## src/rtl/minpool_seq.sv

```systemverilog
// Sequential 3x3 stride-1 min-pool over a feature map held in a sync-read RAM.
// Define MINPOOL_SIGNED_EN for two's-complement pixel comparison (unsigned otherwise).
module minpool_seq #(
   parameter int DATA_WIDTH = 8,
   parameter int IN_DIM     = 8,
   parameter int WIN        = 3,
   parameter int ADDR_W     = 6
) (
   input  logic                  clk,
   input  logic                  rst,
   input  logic                  start,
   output logic                  busy,
   output logic                  done,
   output logic                  fm_rd_en,
   output logic [ADDR_W-1:0]     fm_rd_addr,
   input  logic [DATA_WIDTH-1:0] fm_rd_data,
   output logic                  out_valid,
   input  logic                  out_ready,
   output logic [DATA_WIDTH-1:0] out_data,
   output logic [2:0]            out_row,
   output logic [2:0]            out_col
);
   localparam int OUT_DIM = IN_DIM - WIN + 1;
   localparam int KW      = (WIN > 1) ? $clog2(WIN) : 1;
   localparam logic [2:0]    POS_LAST = 3'(OUT_DIM - 1);
   localparam logic [KW-1:0] TAP_LAST = KW'(WIN - 1);

   typedef enum logic [2:0] {S_IDLE, S_READ, S_LAST, S_OUT, S_DONE} state_t;
   state_t state, state_nx;

   logic [2:0]            row, col;
   logic [KW-1:0]         kr, kc;
   logic                  first_q;
   logic [DATA_WIDTH-1:0] acc, fold;
   logic                  last_tap, last_pos;

   function automatic logic less(input logic [DATA_WIDTH-1:0] a, input logic [DATA_WIDTH-1:0] b);
`ifdef MINPOOL_SIGNED_EN
      return $signed(a) < $signed(b);
`else
      return a < b;
`endif
   endfunction

   assign last_tap = (kr == TAP_LAST) && (kc == TAP_LAST);
   assign last_pos = (row == POS_LAST) && (col == POS_LAST);
   // first_q marks the cycle tap 0 returns; strict less keeps the earlier value on ties
   assign fold = first_q ? fm_rd_data : (less(fm_rd_data, acc) ? fm_rd_data : acc);

   assign busy      = (state != S_IDLE);
   assign done      = (state == S_DONE);
   assign fm_rd_en  = (state == S_READ);
   assign out_valid = (state == S_OUT);

   always_comb begin
      fm_rd_addr = '0;
      if (state == S_READ)
         fm_rd_addr = ADDR_W'((int'(row) + int'(kr)) * IN_DIM + int'(col) + int'(kc));
   end

   always_comb begin
      state_nx = state;
      case (state)
         S_IDLE: if (start) state_nx = S_READ;
         S_READ: if (last_tap) state_nx = S_LAST;
         S_LAST: state_nx = S_OUT;
         S_OUT:  if (out_ready) state_nx = last_pos ? S_DONE : S_READ;
         S_DONE: state_nx = S_IDLE;
         default: state_nx = S_IDLE;
      endcase
   end

   always_ff @(posedge clk or posedge rst) begin
      if (rst) begin
         state    <= S_IDLE;
         row      <= '0;
         col      <= '0;
         kr       <= '0;
         kc       <= '0;
         first_q  <= 1'b0;
         acc      <= '0;
         out_data <= '0;
         out_row  <= '0;
         out_col  <= '0;
      end else begin
         state   <= state_nx;
         first_q <= (state == S_READ) && (kr == '0) && (kc == '0);
         case (state)
            S_IDLE: if (start) begin
               row <= '0;
               col <= '0;
               kr  <= '0;
               kc  <= '0;
            end
            S_READ: begin
               acc <= fold;
               if (kc == TAP_LAST) begin
                  kc <= '0;
                  kr <= last_tap ? '0 : kr + KW'(1);
               end else begin
                  kc <= kc + KW'(1);
               end
            end
            S_LAST: begin
               acc      <= fold;
               out_data <= fold;
               out_row  <= row;
               out_col  <= col;
            end
            S_OUT: if (out_ready && !last_pos) begin
               if (col == POS_LAST) begin
                  col <= '0;
                  row <= row + 3'd1;
               end else begin
                  col <= col + 3'd1;
               end
            end
            default: ;
         endcase
      end
   end
endmodule

```

## config.mk

```make
export PLATFORM = sky130hd
export DESIGN_NAME = minpool_seq
export DESIGN_NICKNAME = d
export VERILOG_FILES = /design/src/rtl/minpool_seq.sv
export SDC_FILE = /design/constraint.sdc
export NUM_CORES = 1
export LEC_CHECK = 0
export CORE_UTILIZATION = 49
export DETAILED_ROUTE_END_ITERATION = 10
export GPL_TIMING_DRIVEN = 0
export PLACE_DENSITY = 0.81
export SLEW_MARGIN = 20
export SYNTH_ARGS = -nofsm -noshare
export SYNTH_HDL_FRONTEND = slang
export SYNTH_SLANG_ARGS = --single-unit
```

## constraint.sdc

```tcl
create_clock -name clk -period 2.6 [get_ports clk]
set_clock_uncertainty 0.05 [all_clocks]
set_input_delay 0.52 -clock clk [delete_from_list [all_inputs] [get_ports clk]]
set_output_delay 0.52 -clock clk [all_outputs]
set_load 0.01 [all_outputs]
```

==> results of run 1 <==
-- area by class of cell --
cell class / instances / area (µm²)
Fill cell: 334 / 1380
Multi-Input combinational cell: 130 / 1060
Sequential cell: 36 / 906
Timing Repair Buffer: 39 / 385
Clock buffer: 6 / 72.6
Inverter: 15 / 68.8
Tap cell: 50 / 62.6
Buffer: 6 / 53.8
Clock inverter: 2 / 35.0
-- timing repair --
| action | in CTS | in global routing |
|---|---|---|
| setup endpoints to repair | 6 | 2 |
| gates resized for setup | 10 | 5 |
| pin swaps | 0 | 1 |
| gates cloned | 0 | 0 |
| buffers inserted | 0 | 3 |
| hold buffers | 0 | 0 |
-- per-layer routing --
layer  up-vias  global-route usage (%)
li1        740                       -
met1       722                    26.5
met2        51                    35.0
met3         8                    5.57
met4         0                    7.98
met5         -                       0
-- worst max path at each step --
stage | cells after the start | slack [ns] | start | to
5_1_grt | 7 | -0.05 | row[0]$_DFFE_PP0P_ | fm_rd_addr[5]
4_1_cts | 7 | -0.16 | row[0]$_DFFE_PP0P_ | fm_rd_addr[5]
2_1_floorplan | 6 | 0.45 | row[0]$_DFFE_PP0P_ | fm_rd_addr[5]
3_5_place_dp | 8 | -0.15 | fm_rd_data[7] | acc[7]$_DFFE_PP0N_
6_report | 7 | 0.01 | row[0]$_DFFE_PP0P_ | fm_rd_addr[5]
3_3_place_gp | 7 | -0.12 | row[0]$_DFFE_PP0P_ | fm_rd_addr[5]
-- sequential cells by signal (all words and copies together) (netlist names) --
register  count
acc           8
col           3
first_q       1
kc            2
kr            2
out_col       3
out_data      8
out_row       3
row           3
state         3
-- worst max-delay path: cells and delay by family, from the launching register on --
family	cells	cell delay, ns
simple gates	2	0.34
flops	1	0.44
buf+inv	2	0.20
xor+xnor	1	0.12
fa+ha+maj	2	0.64
-- per-stage QoR --
step,worst slack (ns),util (%),instances
finish,0.0124,65.7,284
global placement,-0.124,62.0,272
detailed placement,-0.154,62.7,273
floorplan,0.450,-,187
CTS,-0.164,65.3,281
global route,-0.0451,65.7,284
-- power by group --
part           internal [mW]  total [mW]  switching (mW)
clock                  0.285       0.488           0.204
sequential             0.719       0.875           0.156
combinational          0.762        1.42           0.657
total                   1.77        2.78            1.02
-- cell families (layout without fill, tap and decap cells) --
| group | after synthesis | in the layout | synth area share, % |
|---|---|---|---|
| XOR/XNOR | 7 | 7 | 2.94 |
| multiplexers | 24 | 24 | 14.1 |
| AO/OA/AOI/OAI | 31 | 31 | 10.5 |
| flip-flops | 36 | 36 | 43.2 |
| buffers and inverters | 21 | 68 | 5.88 |
| adder cells (fa/ha/maj) | 14 | 14 | 9.12 |
| AND/OR/NAND/NOR | 54 | 54 | 14.2 |
-- cell usage in the layout (no fill, tap or decap), types with 2 or more instances in the layout --
master	instances
a21o_1	3
a21oi_1	10
and2_2	2
buf_2	2
buf_4	3
buf_6	4
clkbuf_1	2
clkbuf_8	5
clkdlybuf4s50_1	29
dfrtp_1	32
dfrtp_2	4
dlygate4sd2_1	4
fa_1	2
ha_1	12
inv_1	13
mux2_2	7
mux2_4	9
mux2i_1	8
nand2_1	11
nand3_1	2
nand3b_1	2
nor2_1	20
nor3_1	4
nor3b_1	2
o21ai_0	6
o31ai_1	2
xnor2_1	5
xor2_1	2
==> results by group, run 1 <==
Yosys
  • Yosys top cell by area: dfrtp_1
  • Most common cell in the netlist: dfrtp_1
  • Number of synthesized flops with an enable pin: 0
  • Main synth FF type: dfrtp_1
  • Synthesized area: 2080 µm²
  • Post-synth net total: 213
  • Largest cells by area after synthesis: dfrtp_1 (43%), ha_1 (7.2%), mux2_4 (6.5%)
  • Asr flop ratio synth: 100%
  • Cells after Synth: 187
  • Post-synthesis sequential area ratio: 43.2%
  • Ys Warns: 0
  • Mean Syn Cell Area: approximately 11 µm²
  • Unique masters post-synth: 45
  • Post-synth top cells: dfrtp_1 (36), nor2_1 (20), inv_1 (14)
  • Seq cells post-synth: 36
  • Area fraction of the dominant cell type after synthesis: 43.2%

Route
  • Detail Route met3 WL: 207 µm
  • Drt wl/cell: 15.2 µm
  • Vias per std cell: 5.36
  • Top Metal Used: met4
  • Initial DRC count: 43
  • Via Count: 1521
  • Post-Route WL: 4310 µm
  • DR WL met2: 2140 µm
  • ANT nets after route: 0
  • Metal-1 WL: 1910 µm
  • TritonRoute pass-1 iters: 4
  • DRC: 0

Placed design
  • Final HPWL DP: 2980 µm
  • Placed inst area: approximately 2500 µm²
  • Routability Congestion: 0.837
  • Port Buffers: 35

Setup path
  • R2r startpoint: acc[7]$_DFFE_PP0N_
  • Critical Path Slowest Stage Cell: dfrtp_2
  • Flop2flop setup slack: 0.46 ns
  • Worst Setup End Kind: output pin
  • Critical Path AT: 2.02 ns
  • Startpoint Class: flip-flop
  • WP data required: 2.03 ns
  • Worst path max stage delay: between 0.4 and 0.5 ns
  • RR Endpoint: acc[7]$_DFFE_PP0N_
  • Critical path cell sequence: ha_1 -> inv_1 -> fa_1 -> and4b_1 -> xnor2_1 -> nor2_1 -> buf_2
  • WS Path Type: flip-flop to output pin
  • CP max FO: 5
  • Reg2reg path depth: 8

Run status
  • Status: completed

Pwr
  • Pwr/cell area: about 1100 nW/µm²
  • Tot Pwr: ~2.8 mW
  • P_leak: 1.26 nW
  • Worst vdd ir: 540 µV

Timing
  • Relative slew slack: 65.4%
  • Setup TNS: 0 ns
  • Final period util: 99.5%
  • Min Tclk post-route: roughly 2.6 ns
  • RSZ-0062 raised after global routing: true
  • WHS: about 0.46 ns
  • Hold Vio Cnt, Final: 0
  • Slew @ Worst Pin: 0.517 ns
  • Peak Freq: 0.386 GHz
  • Max-slew violations: 0
  • # setup viols final: 0

Worst hold path
  • Worst hold path type: flip-flop to flip-flop
  • Hold endpoint: out_col[0]$_DFFE_PP0P_
  • Worst min-delay path startpoint: out_col[0]$_DFFE_PP0P_
  • Hold path depth: 1

Clock tree
  • Clock Root Buffer: clkbuf_8
  • Reg clk slew, reported paths: roughly 0.070 ns
  • CTS tree: built
  • Clk sink count: 36
  • Clk buf depth: 2
  • CTS Buf Count: 5
  • H-tree levels: 2
  • Worst-Skew Late Latency: 0.29 ns

Floorplanning
  • Die width: 67.2 µm
  • Rows: 23
  • Core area: 4030 µm²
  • Initial core utilization: 51.7%
  • Die H: 67.2 µm
  • Die Area: 4520 µm²
  • Ports: 36

GRT
  • Vias in the first global route: 1450
  • Largest net degree at the start of global routing: 22
  • Initial antenna violation count: 0
  • GRT overflow: 0
  • Global-route wire length before repair: 6800 µm
  • GRT Util Overall: 21.2%

Finish
  • Layout Area Growth over Synthesis: 26.9%
  • Fin area: 2650 µm²
  • Nets: 259
  • Layout cells sized above 1: 21.4%
  • Antenna Cells: 0

Job
  • Maxcap violations: 0
Note: power is estimated with default switching activity, not from simulation.
==> run 2, diff against run 1 <==
- CORE_ASPECT_RATIO: not set -> 1.75
==> run 2 against run 1 <==
Effect of this change:
- the run now ends with setup timing left
- sequential power fell by 1%
- worst setup slack got worse by 0.062 ns
- utilization shrank 1.2 points
- sequential cell count did not move
- final cell count unchanged
- maximum frequency down 2.3%
- largest power group unchanged
==> results by group, run 2 (synthesis results as in run 1) <==
Placed design
  • Routability Congestion: approximately 0.81
  • Final HPWL DP: 3060 µm
  • Port Buffers: 35

Floorplanning
  • Rows: 31
  • Ports: 36
  • Die width: 51.3 µm
  • Initial core utilization: about half
  • Die H: around 90 µm
  • Core area: 4110 µm²
  • Die Area: 4530 µm²

GRT
  • GRT overflow: 0
  • Global-route wire length before repair: between 7000 and 8000 µm
  • Vias in the first global route: about 1500
  • GRT Util Overall: 21.4%
  • Initial antenna violation count: 0
  • Largest net degree at the start of global routing: 37

Route
  • Via Count: 1523
  • Post-Route WL: 4290 µm
  • DRC: 0
  • Vias per std cell: 5.36
  • TritonRoute pass-1 iters: 4
  • ANT nets after route: 0
  • Drt wl/cell: 15.1 µm
  • Initial DRC count: 23

Worst hold path
  • Hold path depth: 1
  • Hold endpoint: out_col[1]$_DFFE_PP0P_
  • Worst hold path type: flip-flop to flip-flop
  • Worst min-delay path startpoint: out_col[1]$_DFFE_PP0P_

Clock tree
  • Clk sink count: 36
  • Clock Root Buffer: clkbuf_8
  • Clk buf depth: 2
  • Worst-Skew Late Latency: 0.29 ns
  • CTS tree: built
  • CTS Buf Count: 5
  • Reg clk slew, reported paths: 0.07 ns
  • H-tree levels: 2

Setup path
  • Critical Path Slowest Stage Cell: fa_1
  • Reg2reg path depth: 8
  • Critical Path AT: 2.08 ns
  • WS Path Type: flip-flop to output pin
  • CP max FO: 4
  • Critical path cell sequence: ha_4 -> inv_2 -> fa_1 -> and4b_1 -> xnor2_1 -> nor2_1 -> buf_2
  • RR Endpoint: acc[5]$_DFFE_PP0N_
  • Flop2flop setup slack: 0.45 ns
  • Worst Setup End Kind: output pin
  • R2r startpoint: acc[7]$_DFFE_PP0N_
  • WP buf/inv: 2
  • WP data required: 2.03 ns
  • Worst path max stage delay: 0.57 ns
  • CP delay by family, top: adder cells
  • Startpoint Class: flip-flop

Finish
  • Antenna Cells: 0
  • Layout Area Growth over Synthesis: 27.1%
  • Layout cells sized above 1: 22.6%
  • Commonest cells after routing, fill and taps aside: dfrtp_1 (31), clkdlybuf4s50_1 (29), nor2_1 (20)
  • Largest regs: acc x8, out_data x8
  • Commonest non-fill, non-tap cell in the layout: dfrtp_1
  • Nets: 260
  • Finished Core Util: 64.4%

Timing
  • Final period util: 102%
  • Hold Vio Cnt, Final: 0
  • Peak Freq: about 0.38 GHz
  • # setup viols final: 1
  • Min Tclk post-route: 2.65 ns
  • Max-slew violations: 0
  • RSZ-0062 raised after global routing: true
  • Slew @ Worst Pin: 0.756 ns
  • Relative slew slack: 49.6%
  • Setup ws final: -0.0498 ns

Pwr
  • Worst vdd ir: 801 µV
  • Pwr/cell area: 1050 nW/µm²
  • Tot Pwr: around 2.8 mW
  • P_leak: roughly 1.3 nW

Run status
  • Violated checks: setup timing
  • Status: finished, violations left

Job
  • Maxcap violations: 0
run 2: worst max-delay path by stage:
stage,slack (ns),startpoint,cells past startpoint,to
after floorplan,0.45,row[0]$_DFFE_PP0P_,6,fm_rd_addr[5]
after global placement,-0.15,fm_rd_data[7],8,acc[1]$_DFFE_PP0N_
after detailed placement,-0.18,fm_rd_data[7],8,acc[5]$_DFFE_PP0N_
after CTS,-0.18,row[0]$_DFFE_PP0P_,7,fm_rd_addr[5]
after global routing,-0.10,kr[0]$_DFFE_PP0P_,7,fm_rd_addr[5]
final,-0.05,kr[0]$_DFFE_PP0P_,7,fm_rd_addr[5]
run 2: repair_timing:
action | CTS | global route
setup buffers | 2 | 3
gates resized for setup | 11 | 6
pin swaps | 0 | 4
hold buffers | 0 | 0
setup endpoints to repair | 6 | 2
run 2: layout make-up:
| type | instances | area, µm² |
|---|---|---|
| inverter | 15 | 68.8 |
| clock buffer | 6 | 72.6 |
| sequential | 36 | 907 |
| buffer | 6 | 53.8 |
| clock inverter | 2 | 35.0 |
| tap | 49 | 61.3 |
| multi-input combinational | 130 | 1070 |
| fill | 345 | 1460 |
| timing repair buffer | 40 | 377 |
run 2: metal layers:
metal	GRT usage, %	wire [µm]	vias to the layer above
met5	0	0	-
met4	7.62	63	0
met3	4.30	150	6
met2	38.8	2380	31
met1	24.4	1700	748
li1	-	-	738
run 2: per-stage QoR:
step	instance area [µm²]	hold WS [ns]	setup WS [ns]	instances	TNS [ns]
2_1_floorplan	2080	0.426	0.450	187	0
3_3_place_gp	2500	0.442	-0.147	271	-1.27
3_5_place_dp	2500	0.449	-0.180	271	-1.62
4_1_cts	2620	0.467	-0.183	281	-0.183
5_1_grt	2650	0.482	-0.103	284	-0.103
6_report	2650	0.461	-0.0498	284	-0.0498
run 2: worst register-to-register path, stage by stage (launching register included):
cell	delay [ns]
dfrtp_1	0.37
inv_1	0.05
ha_1	0.30
a41o_1	0.24
a21oi_1	0.18
a2bb2oi_2	0.16
buf_6	0.18
o21ai_4	0.15
mux2_4	0.34
run 2: power breakdown:
group / internal [mW] / switching, mW
Clock: 0.285 / 0.205
Combinational: 0.774 / 0.660
Sequential: 0.720 / 0.143
Total: 1.78 / 1.01
